==> config.mk <==
export PLATFORM = sky130hd
export DESIGN_NAME = arm_timer_irq
export DESIGN_NICKNAME = d
export VERILOG_FILES = /design/src/rtl/arm_timer_pkg.sv /design/src/rtl/arm_timer_prescaler.sv /design/src/rtl/arm_timer_irq.sv
export SDC_FILE = /design/constraint.sdc
export NUM_CORES = 1
export LEC_CHECK = 0
export BUFFER_PORTS_ARGS = -buffer_cell sky130_fd_sc_hd__buf_2
export CAP_MARGIN = 20
export CORE_UTILIZATION = 52
export CTS_CLUSTER_SIZE = 8
export DETAILED_ROUTE_END_ITERATION = 10
export GPL_ROUTABILITY_DRIVEN = 0
export GPL_TIMING_DRIVEN = 0
export PLACE_DENSITY = 0.78
export SLEW_MARGIN = 30
export SYNTH_ARGS = -nofsm -noshare
export SYNTH_HDL_FRONTEND = slang
export SYNTH_SLANG_ARGS = --single-unit
==> constraint.sdc <==
create_clock -name clk -period 3.7 [get_ports clk]
set_input_delay 0.74 -clock clk [delete_from_list [all_inputs] [get_ports clk]]
set_output_delay 0.74 -clock clk [all_outputs]
set_load 0.1 [all_outputs]
==> src/rtl/arm_timer_pkg.sv <==
// Register map, field positions and the byte-enable merge for arm_timer_irq.
// No logic. No flow control.
package arm_timer_pkg;

    localparam logic [4:0] LOAD_OFS    = 5'h00;
    localparam logic [4:0] VALUE_OFS   = 5'h04;
    localparam logic [4:0] CTRL_OFS    = 5'h08;
    localparam logic [4:0] STATUS_OFS  = 5'h0C;
    localparam logic [4:0] CAPTURE_OFS = 5'h10;

    localparam int CTRL_EN           = 0;
    localparam int CTRL_PERIODIC     = 1;
    localparam int CTRL_IRQEN        = 2;
    localparam int CTRL_PRESCALE_LSB = 4;
    localparam int STATUS_PEND       = 0;

    function automatic logic [31:0] apply_be(input logic [31:0] old_word,
                                             input logic [31:0] new_word,
                                             input logic [3:0]  be);
        logic [31:0] res;
        for (int i = 0; i < 4; i++) begin
            res[8*i +: 8] = be[i] ? new_word[8*i +: 8] : old_word[8*i +: 8];
        end
        return res;
    endfunction

endpackage

==> src/rtl/arm_timer_prescaler.sv <==
// Prescaler: counts 0..prescale while enabled, tick on the terminal count.
// Latency: tick is combinational from the registered count. No backpressure.
module arm_timer_prescaler #(
    parameter int PRESCALE_W = 8
) (
    input  logic                  clk,
    input  logic                  reset,
    input  logic                  en,
    input  logic                  clr,
    input  logic [PRESCALE_W-1:0] prescale,
    output logic                  tick
);

    logic [PRESCALE_W-1:0] cnt_q;

    // A clear (LOAD write) suppresses the tick so no expiry lands on that edge.
    assign tick = en && !clr && (cnt_q == prescale);

    always_ff @(posedge clk or negedge reset) begin
        if (!reset) begin
            cnt_q <= '0;
        end else if (!en || clr || tick) begin
            cnt_q <= '0;
        end else begin
            cnt_q <= cnt_q + PRESCALE_W'(1);
        end
    end

endmodule

==> src/rtl/arm_timer_irq.sv <==
// Memory-mapped down-counting timer with active-low IRQ; ARM_TIMER_CAPTURE_EN adds CAPTURE.
// Latency: reads combinational, writes take effect at the clock edge, nIRQ lags PEND by 1.
// Backpressure: none, every access completes in the cycle it is presented.
module arm_timer_irq
    import arm_timer_pkg::*;
#(
    parameter logic [31:0] BASE_ADDR  = 32'hFFFF_0000,
    parameter int          PRESCALE_W = 8
) (
    input  logic        clk,
    input  logic        reset,
    input  logic [31:0] memaddr,
    input  logic        memwrite,
    input  logic        memread,
    input  logic [3:0]  be,
    input  logic [31:0] writedata,
    output logic [31:0] readdata,
    output logic        sel,
    output logic        nIRQ
);

    logic [4:0] ofs;
`ifdef ARM_TIMER_CAPTURE_EN
    localparam int WIN_LSB = 5;
    assign ofs = {memaddr[4:2], 2'b00};
`else
    localparam int WIN_LSB = 4;
    assign ofs = {1'b0, memaddr[3:2], 2'b00};
`endif

    assign sel = (memaddr[31:WIN_LSB] == BASE_ADDR[31:WIN_LSB]);

    logic [31:0]           load_q, value_q;
    logic                  en_q, periodic_q, irqen_q, pend_q, nirq_q;
    logic [PRESCALE_W-1:0] prescale_q;
    logic [31:0]           ctrl_rd, load_new, ctrl_new;
    logic                  wr, wr_load, wr_ctrl, wr_status, pend_clr, tick, expire;

    always_comb begin
        ctrl_rd                = '0;
        ctrl_rd[CTRL_EN]       = en_q;
        ctrl_rd[CTRL_PERIODIC] = periodic_q;
        ctrl_rd[CTRL_IRQEN]    = irqen_q;
        ctrl_rd[CTRL_PRESCALE_LSB +: PRESCALE_W] = prescale_q;
    end

    assign wr        = sel && memwrite;
    assign wr_load   = wr && (ofs == LOAD_OFS);
    assign wr_ctrl   = wr && (ofs == CTRL_OFS);
    assign wr_status = wr && (ofs == STATUS_OFS);
    assign pend_clr  = wr_status && be[0] && writedata[STATUS_PEND];
    assign load_new  = apply_be(load_q, writedata, be);
    assign ctrl_new  = apply_be(ctrl_rd, writedata, be);
    assign expire    = tick && (value_q == '0);

    logic unused_bits;
    assign unused_bits = ^{memaddr[1:0], ctrl_new};

    arm_timer_prescaler #(.PRESCALE_W(PRESCALE_W)) u_prescaler (
        .clk      (clk),
        .reset    (reset),
        .en       (en_q),
        .clr      (wr_load),
        .prescale (prescale_q),
        .tick     (tick)
    );

    always_ff @(posedge clk or negedge reset) begin
        if (!reset) begin
            load_q     <= '0;
            value_q    <= '0;
            en_q       <= 1'b0;
            periodic_q <= 1'b0;
            irqen_q    <= 1'b0;
            prescale_q <= '0;
            pend_q     <= 1'b0;
            nirq_q     <= 1'b1;
        end else begin
            if (wr_load) begin
                load_q  <= load_new;
                value_q <= load_new;
            end else if (tick) begin
                if (value_q != '0)  value_q <= value_q - 32'd1;
                else if (periodic_q) value_q <= load_q;
            end

            // Software's CTRL write overrides the one-shot auto-disable.
            if (wr_ctrl) begin
                en_q       <= ctrl_new[CTRL_EN];
                periodic_q <= ctrl_new[CTRL_PERIODIC];
                irqen_q    <= ctrl_new[CTRL_IRQEN];
                prescale_q <= ctrl_new[CTRL_PRESCALE_LSB +: PRESCALE_W];
            end else if (expire && !periodic_q) begin
                en_q <= 1'b0;
            end

            if (expire)        pend_q <= 1'b1;
            else if (pend_clr) pend_q <= 1'b0;

            nirq_q <= ~(pend_q & irqen_q);
        end
    end

    assign nIRQ = nirq_q;

`ifdef ARM_TIMER_CAPTURE_EN
    logic [31:0] cyc_q, capture_q;

    always_ff @(posedge clk or negedge reset) begin
        if (!reset) begin
            cyc_q     <= '0;
            capture_q <= '0;
        end else begin
            cyc_q <= cyc_q + 32'd1;
            if (expire) capture_q <= cyc_q;
        end
    end
`endif

    always_comb begin
        readdata = '0;
        if (sel && memread) begin
            case (ofs)
                LOAD_OFS:    readdata = load_q;
                VALUE_OFS:   readdata = value_q;
                CTRL_OFS:    readdata = ctrl_rd;
                STATUS_OFS:  readdata[STATUS_PEND] = pend_q;
`ifdef ARM_TIMER_CAPTURE_EN
                CAPTURE_OFS: readdata = capture_q;
`endif
                default:     readdata = '0;
            endcase
        end
    end

endmodule
**After elaboration in Yosys (flattened, before gate mapping)**

Cells that the tools add are included.

- Add/sub/neg operators: 2
- Eq/ne operators: 6
- Muxes and demuxes: 17
- Bitwise gates (word level): 2
- Reduce and logical (&&, ||, !) cells: 27

Operators by type and width:

| cell | number |
|---|---|
| $mux W32 | 5 |
| $pmux W31 S3 | 1 |
| $mux W8 | 5 |
| $logic_not A32 Y1 | 1 |
| $reduce_bool A32 Y1 | 1 |
| $sub A32 B1 Y32 const B | 1 |
| $eq A28 B28 Y1 const B | 1 |
| $logic_and A1 B1 Y1 | 11 |
| $add A8 B1 Y8 const B | 1 |
| $eq A8 B8 Y1 | 1 |
| $reduce_and A2 Y1 | 4 |
| $reduce_bool A2 Y1 | 3 |
| $logic_not A5 Y1 | 1 |
| $mux W1 | 5 |
| $eq A2 B2 Y1 const B | 2 |
| $pmux W1 S4 | 1 |
| $logic_not A1 Y1 | 3 |
| $reduce_bool A3 Y1 | 1 |
| $eq A2 B1 Y1 const B | 1 |
| $logic_or A1 B1 Y1 | 2 |
| $ne A2 B2 Y1 const B | 1 |
| $and A1 B1 Y1 | 1 |
| $not A1 Y1 | 1 |

- Register bits after elaboration: 85
- Input port bits: 72
- Output and inout port bits: 34
- Logic and storage cells: 64

**Longest topological paths before layout**

Gate-level depths: netlist of run 1.

- Word-level depth: 10
- Mapped depth: 10
- Gate-level depth less buffers: 8

**Cells and area by module**

Synthesis of run 1 repeated with hierarchy kept, for this count alone.

- Cells, all modules: 630
- Area, all modules: 5,813.1 µm²

Modules (own cells, without submodules):

| module | instances | cells each | area an instance (µm²) | seq. area each (µm²) |
|---|---|---|---|---|
| arm_timer_irq | 1 | 583 | 5,292.6 | 1,928.1 |
| arm_timer_prescaler | 1 | 47 | 520.5 | 200.2 |

**Least setup slack after synthesis of run 1**

OpenSTA, ideal clock, no wires.

- Path kind: input to output
- Start: in memaddr[5]
- End: out readdata[12]
- Arrival: 5,203 ps
- Required time: 2,960 ps
- Setup slack: -2,243 ps
- Stages on the path: 8
- Buffers on the path: 2
- Cells stage by stage: or4b_1 -> or4_1 -> buf_2 -> nor2_1 -> nand2_1 -> or2_2 -> clkbuf_1 -> nor2_1

- Longest elaborated chain between the ends: 3

Ends and longest elaborated chain:

| item | RTL line | RTL |
|---|---|---|
| from (decl) | arm_timer_irq.sv:12 | `input logic [31:0] memaddr,` |
| $eq A28 B28 Y1 | arm_timer_irq.sv:31 | `assign sel = (memaddr[31:WIN_LSB] == BASE_ADDR[31:WIN_LSB]);` |
| net sel | arm_timer_irq.sv:18 | `output logic sel,` |
| $logic_and A1 B1 Y1 | arm_timer_irq.sv:122 | `if (sel && memread) begin` |
| $mux W32 | arm_timer_irq.sv:122 |  |
| to (decl) | arm_timer_irq.sv:17 | `output logic [31:0] readdata,` |

The timed path passes the listed nets, and every way through them passes these cells.

**Final worst setup path of run 1**

- Start: in memaddr[5]
- End: out readdata[29]

- Longest elaborated chain between the ends: 3

Ends and longest elaborated chain:

| item | RTL line |
|---|---|
| $eq A28 B28 Y1 | arm_timer_irq.sv:31 |
| $logic_and A1 B1 Y1 | arm_timer_irq.sv:122 |
| $mux W32 | arm_timer_irq.sv:122 |

No other way between the ends.

==> results of run 1 <==
through the flow:
| stage | utilization (%) | instance area [um2] | TNS (ns) | std cells |
|---|---|---|---|---|
| 2_1_floorplan | - | 5800 | -11.73 | 612 |
| 3_3_place_gp | 63.0 | 6470 | -2.60 | 847 |
| 3_5_place_dp | 63.3 | 6500 | -2.91 | 848 |
| 4_1_cts | 66.2 | 6810 | 0 | 864 |
| 5_1_grt | 67.7 | 6960 | -0.00324 | 866 |
| 6_report | 67.7 | 6960 | 0 | 866 |
final cells by class:
type / count / area, um2 / share of cell area, %
plain buffers: 38 / 219 / 3.15
clock buffers: 9 / 124 / 1.78
clock inverters: 7 / 55.1 / 0.791
inverters: 10 / 37.5 / 0.539
multi-input cells: 479 / 3430 / 49.2
flip-flops and latches: 85 / 2130 / 30.6
well taps: 136 / 170 / 2.44
repair buffers: 102 / 801 / 11.5
worst max path at each step:
stage | from | endpoint | cells after the start
CTS | memaddr[5] | readdata[17] | 10
global placement | memaddr[5] | readdata[3] | 10
floorplan | memaddr[5] | readdata[12] | 8
global route | memaddr[5] | readdata[29] | 10
detailed placement | memaddr[5] | readdata[17] | 10
finish | memaddr[5] | readdata[29] | 10
what timing repair did:
action                     4_1_cts  5_1_grt
pin swaps                        0        1
setup buffers                    0        0
gates resized for setup         40       39
gates cloned                     0        2
setup endpoints to repair       20       31
sequential cells by signal (all words and copies together) (netlist names):
| name | cells |
|---|---|
| load_q | 32 |
| value_q | 32 |
| prescale_q | 8 |
| u_prescaler.cnt_q | 8 |
| en_q | 1 |
| irqen_q | 1 |
| nIRQ | 1 |
| pend_q | 1 |
| periodic_q | 1 |
metal layers:
| metal | track usage [%] | vias up | wire (um) |
|---|---|---|---|
| li1 | - | 2511 | - |
| met1 | 40.5 | 2642 | 6700 |
| met2 | 51.0 | 393 | 8030 |
| met3 | 6.55 | 69 | 1690 |
| met4 | 17.8 | 0 | 704 |
| met5 | 0 | - | 0 |
Yosys cell counts, drive strengths merged, types with 7 or more instances:
cell type	count	area share, %
a21oi	31	2.8
nor3	26	2.5
mux2	33	6.7
inv	10	0.68
nor2	69	4.7
nand3	21	2.1
or2	11	1.2
a211oi	11	1.5
o22ai	7	0.80
and3	9	1.0
or3	11	1.2
nor4	26	3.1
o21ai	36	3.3
nand2	43	2.9
clkbuf	28	1.9
a21o	7	0.95
dfrtp	84	38
buf	10	1.1
xor2	16	2.5
mux2i	49	9.1
nand4	8	0.91
report_power, final:
part / internal, mW / switching [mW]
clock: 0.251 / 0.379
sequential: 0.928 / 0.0000000332
combinational: 0.0473 / 0.0673
critical path: cells and delay by family:
kind | cells | cell delay, ns
simple gates | 6 | 1.47
buf+inv | 4 | 0.66
logic make-up (layout without fill, tap and decap cells):
group                      Yosys count  count (layout)  share of synthesized area [%]
muxes                               83              83                           16.3
buffers and inverters               48             166                           3.68
and+or+nand+nor                    245             245                           22.6
DFF                                 85              85                           38.6
xor gates and xnor gates            17              17                           2.70
adders and majority gates            3               3                          0.682
AOI/OAI and AO/OA                  131             131                           15.4
==> impl_metrics.toml, run 1 <==
[status]
status = "finished clean"

[sta]
fin_crit_sh_pct = 98.1
finalSetupViolations = 0
post-route-min-period_ns = 3.63
relSlewSlack_pct = 35.2
worst_slew_pin_slew_ns = 0.963
fmax_ghz = 0.275
finClkSkew_ns = 0.0110
hold_viol = 0
hold-worst-slack_ns = 0.212
fin_ws_ns = 0.0690
slew_viol_final = 0

[routing]
post-route-drc-count = 0
routedWlPerCell_um = 19.8
wirelength_mm = 17.1
routed_via_density = 6.48
dr.pass1.iters = 5
drtIter0Drc = 486
num_vias = 5615
postRouteAntennaNets = 0

[die]
fp.dieH_um = 105
die_w_um = 105
io_pins = 106
start_util_pct = 53.6
core_area_um2 = 10300
rows = 37
dieArea_um2 = 11000

[clock_network]
clk_pin_slew_worst_paths_ns = 0.10
clockBufferDepth = 2
postCtsHoldBufs = 0
cts-root-buf = "clkbuf_8"
h-tree-depth = 3
insertion_delay_ns = 0.37
clkSinkCount = 85
cts_tree = "built"
cts_buffers = 9

[final_layout]
filler_cell_count = 834
drive_gt1_share_pct = 29.7
n_antenna_cell = 0
layout_commonest_cell = "dfrtp_1"
syn2layout_area_growth_pct = 26.4
fin_nets = 800
layout_common_cells = "dfrtp_1 (84), buf_2 (72), mux2i_1 (48), nand2_1 (42), nor2_1 (37)"

[synth]
ys.flop_type = "dfrtp_1"
syn_nets = 687
syn_area_um2 = 5510
synth_edf_count = 0
yosys_warnings = 0
ys_ff_latch = 85
synth.avg_cell_area_um2 = 9.00
syn_inst = 612
ys_seq_area_share_pct = 38.6
async_flop_share_pct = 100
synthDistinctLibCells = 57

[place]
port_buffers = 99
dp_slack_ns = -0.160
hpwl_mm = 12.6

[grt]
antenna_found_initial = 0
grt_max_degree = 62
grtUsageTotal_pct = 31.9
grt_pass1_vias = 5601
grt.overflow.total = 0
grt_pass1_wl_mm = 27.7

[setup_path]
r2r_setup_slack_ns = 0.22
worstPathRequired_ns = 2.96
worstSetupStartpointType = "input port"
crit_type = "in2out"
r2r_cells = 8
r2r_end = "en_q$_DFFE_PN0P_"
setup.worst_path.end_class = "primary output"
slowest_stage = "or4b_1"
reg2reg_from = "value_q[14]$_DFFE_PN0P_"
critPathArrivalTime_ns = 2.89
slowest_delay_ns = 0.50
crit_fanout = 9
worstPathCellList = "buf_2, or4b_1, or4_4, buf_6, nor2_4, nand2_2, or2_4, clkbuf_16, nor2_4, buf_6"

[min_path]
min_path_type = "in2async"

[power]
power_mw = 1.67
vdd_drop_max_mv = 0.204
powerDensity_nw_per_um2 = 240
leakagePower_nw = 3.24

[run]
cap_violations = 0
No activity file was read; power rests on OpenSTA's default activity.
==> run 2, diff against run 1 <==
--- a/config.mk
+++ b/config.mk
@@ -8,6 +8,7 @@
 export BUFFER_PORTS_ARGS = -buffer_cell sky130_fd_sc_hd__buf_2
 export CAP_MARGIN = 20
 export CORE_UTILIZATION = 52
+export CTS_BUF_LIST = sky130_fd_sc_hd__clkbuf_4
 export CTS_CLUSTER_SIZE = 8
 export DETAILED_ROUTE_END_ITERATION = 10
 export GPL_ROUTABILITY_DRIVEN = 0
==> run 2 against run 1 <==
Against the previous run: maximum frequency is essentially flat; cell count unchanged; via count hardly changed; register-to-register slack worse by 0.03 ns; critical path type unchanged; largest cell class unchanged.
==> impl_metrics.toml, run 2 (synthesis results as in run 1) <==
[grt]
grt_max_degree = 62
antenna_found_initial = 0
grt.overflow.total = 0
grt_pass1_vias = 5617
grtUsageTotal_pct = 32.0
grt_pass1_wl_mm = 27.7

[run]
cap_violations = 0

[setup_path]
worstPathCellList = "buf_2, or4b_1, or4_4, buf_6, nor2_4, nand2_2, or2_4, clkbuf_16, nor2_4, buf_8"
crit_fanout = 9
slowest_delay_ns = 0.50
crit_type = "in2out"
critPathArrivalTime_ns = 2.89
setup.worst_path.end_class = "primary output"
worstSetupStartpointType = "input port"
crit_path_frequent_cell = "nor2_4"
worstPathRequired_ns = 2.96
slowest_stage = "or4b_1"

[place]
hpwl_mm = 12.6
port_buffers = 99
dpl_cell_area_um2 = 6500

[die]
start_util_pct = 53.6
core_area_um2 = 10300
rows = 37
fp.dieH_um = 105
die_w_um = 105
dieArea_um2 = 11000
io_pins = 106

[routing]
post-route-drc-count = 0
wl_met3_mm = 1.61
num_vias = 5620
drt-met1-wl_mm = 6.78
routed_via_density = 6.49
dr_wl_met2_mm = 8.11
postRouteAntennaNets = 0
dr.pass1.iters = 5
drtIter0Drc = 590
wirelength_mm = 17.2
top_layer_used = "met4"
routedWlPerCell_um = 19.8

[sta]
finClkSkew_ns = 0.0180
fmax_ghz = 0.276
hold_viol = 0
rsz0062_at_grt = "false"
relSlewSlack_pct = 35.6
finalSetupViolations = 0
post-route-min-period_ns = 3.63
worst_slew_pin_slew_ns = 0.957
fin_crit_sh_pct = 98.0
slew_viol_final = 0

[final_layout]
n_antenna_cell = 0
fin_nets = 800
top_regs = "load_q x32, value_q x32"
layout_common_cells = "dfrtp_1 (84), buf_2 (72), mux2i_1 (48), nand2_1 (42), nor2_1 (37)"
syn2layout_area_growth_pct = 25.5
design_area_um2 = 6910
layout_commonest_cell = "dfrtp_1"
filler_cell_count = 838
multi_input_area_um2 = 3430
drive_gt1_share_pct = 29.7
regArea_um2 = 2130
final_util_pct = 67.3

[power]
vdd_drop_max_mv = 0.177
powerDensity_nw_per_um2 = 225
power_mw = 1.55
leakagePower_nw = 3.22

[clock_network]
postCtsHoldBufs = 0
cts_buffers = 9
cts-root-buf = "clkbuf_4"
clockBufferDepth = 2
cts_tree = "built"
h-tree-depth = 3
clkSinkCount = 85
post-cts-setup-buffers = 0
clk_pin_slew_worst_paths_ns = 0.16
insertion_delay_ns = 0.46

[status]
status = "finished clean"

[min_path]
min_path_type = "in2async"
-- run 2: final timing paths --
| check | from | to | slack [ns] | depth (start not counted) |
|---|---|---|---|---|
| max | memaddr[5] | readdata[15] | 0.07 | 10 |
| min | reset | load_q[20]$_DFFE_PN0P_ | 0.11 | 1 |
| max reg2reg | value_q[14]$_DFFE_PN0P_ | en_q$_DFFE_PN0P_ | 0.19 | 8 |
| min reg2reg | irqen_q$_DFFE_PN0P_ | nIRQ$_DFF_PN1_ | 0.46 | 1 |
| max in group asynchronous | reset | value_q[31]$_DFFE_PN0P_ | 2.98 | 2 |
| min in group clk | irqen_q$_DFFE_PN0P_ | nIRQ$_DFF_PN1_ | 0.46 | 1 |
-- run 2: critical path: cells and delay by family --
family	cells	cell delay (ns)
buf+inv	4	0.65
simple gates	6	1.48
-- run 2: timing repair --
| action | in CTS | in global routing |
|---|---|---|
| gates resized for setup | 40 | 41 |
| cloned | 0 | 2 |
| pin swaps | 0 | 1 |
| endpoints found under the setup margin | 20 | 31 |
-- run 2: layout make-up --
cell class	instances	share of cell area, %
inverters	10	0.543
flip-flops and latches	85	30.8
multi-input cells	479	49.6
repair buffers	102	11.7
clock buffers	9	0.977
plain buffers	38	3.17
clock inverters	7	0.796
well taps	136	2.46
-- run 2: report_power, final --
group          internal (mW)  switching [mW]  leakage (nW)
Clock                  0.145           0.365        0.0633
Combinational         0.0473          0.0675          2.00
Sequential             0.929    0.0000000331          1.16
-- run 2: per-layer routing --
layer,global-route usage (%),up-vias
li1,-,2512
met1,40.0,2664
met2,51.0,376
met3,6.86,68
met4,18.7,0
met5,0,-
-- run 2: stage by stage --
step | setup WS [ns] | setup TNS (ns) | std cells | hold WS [ns]
floorplan | -0.445 | -11.73 | 612 | 0.387
global placement | -0.140 | -2.60 | 847 | 0.425
detailed placement | -0.160 | -2.91 | 848 | 0.422
CTS | 0.0228 | 0 | 864 | 0.122
global route | 0.00169 | 0 | 866 | 0.106
finish | 0.0726 | 0 | 866 | 0.108
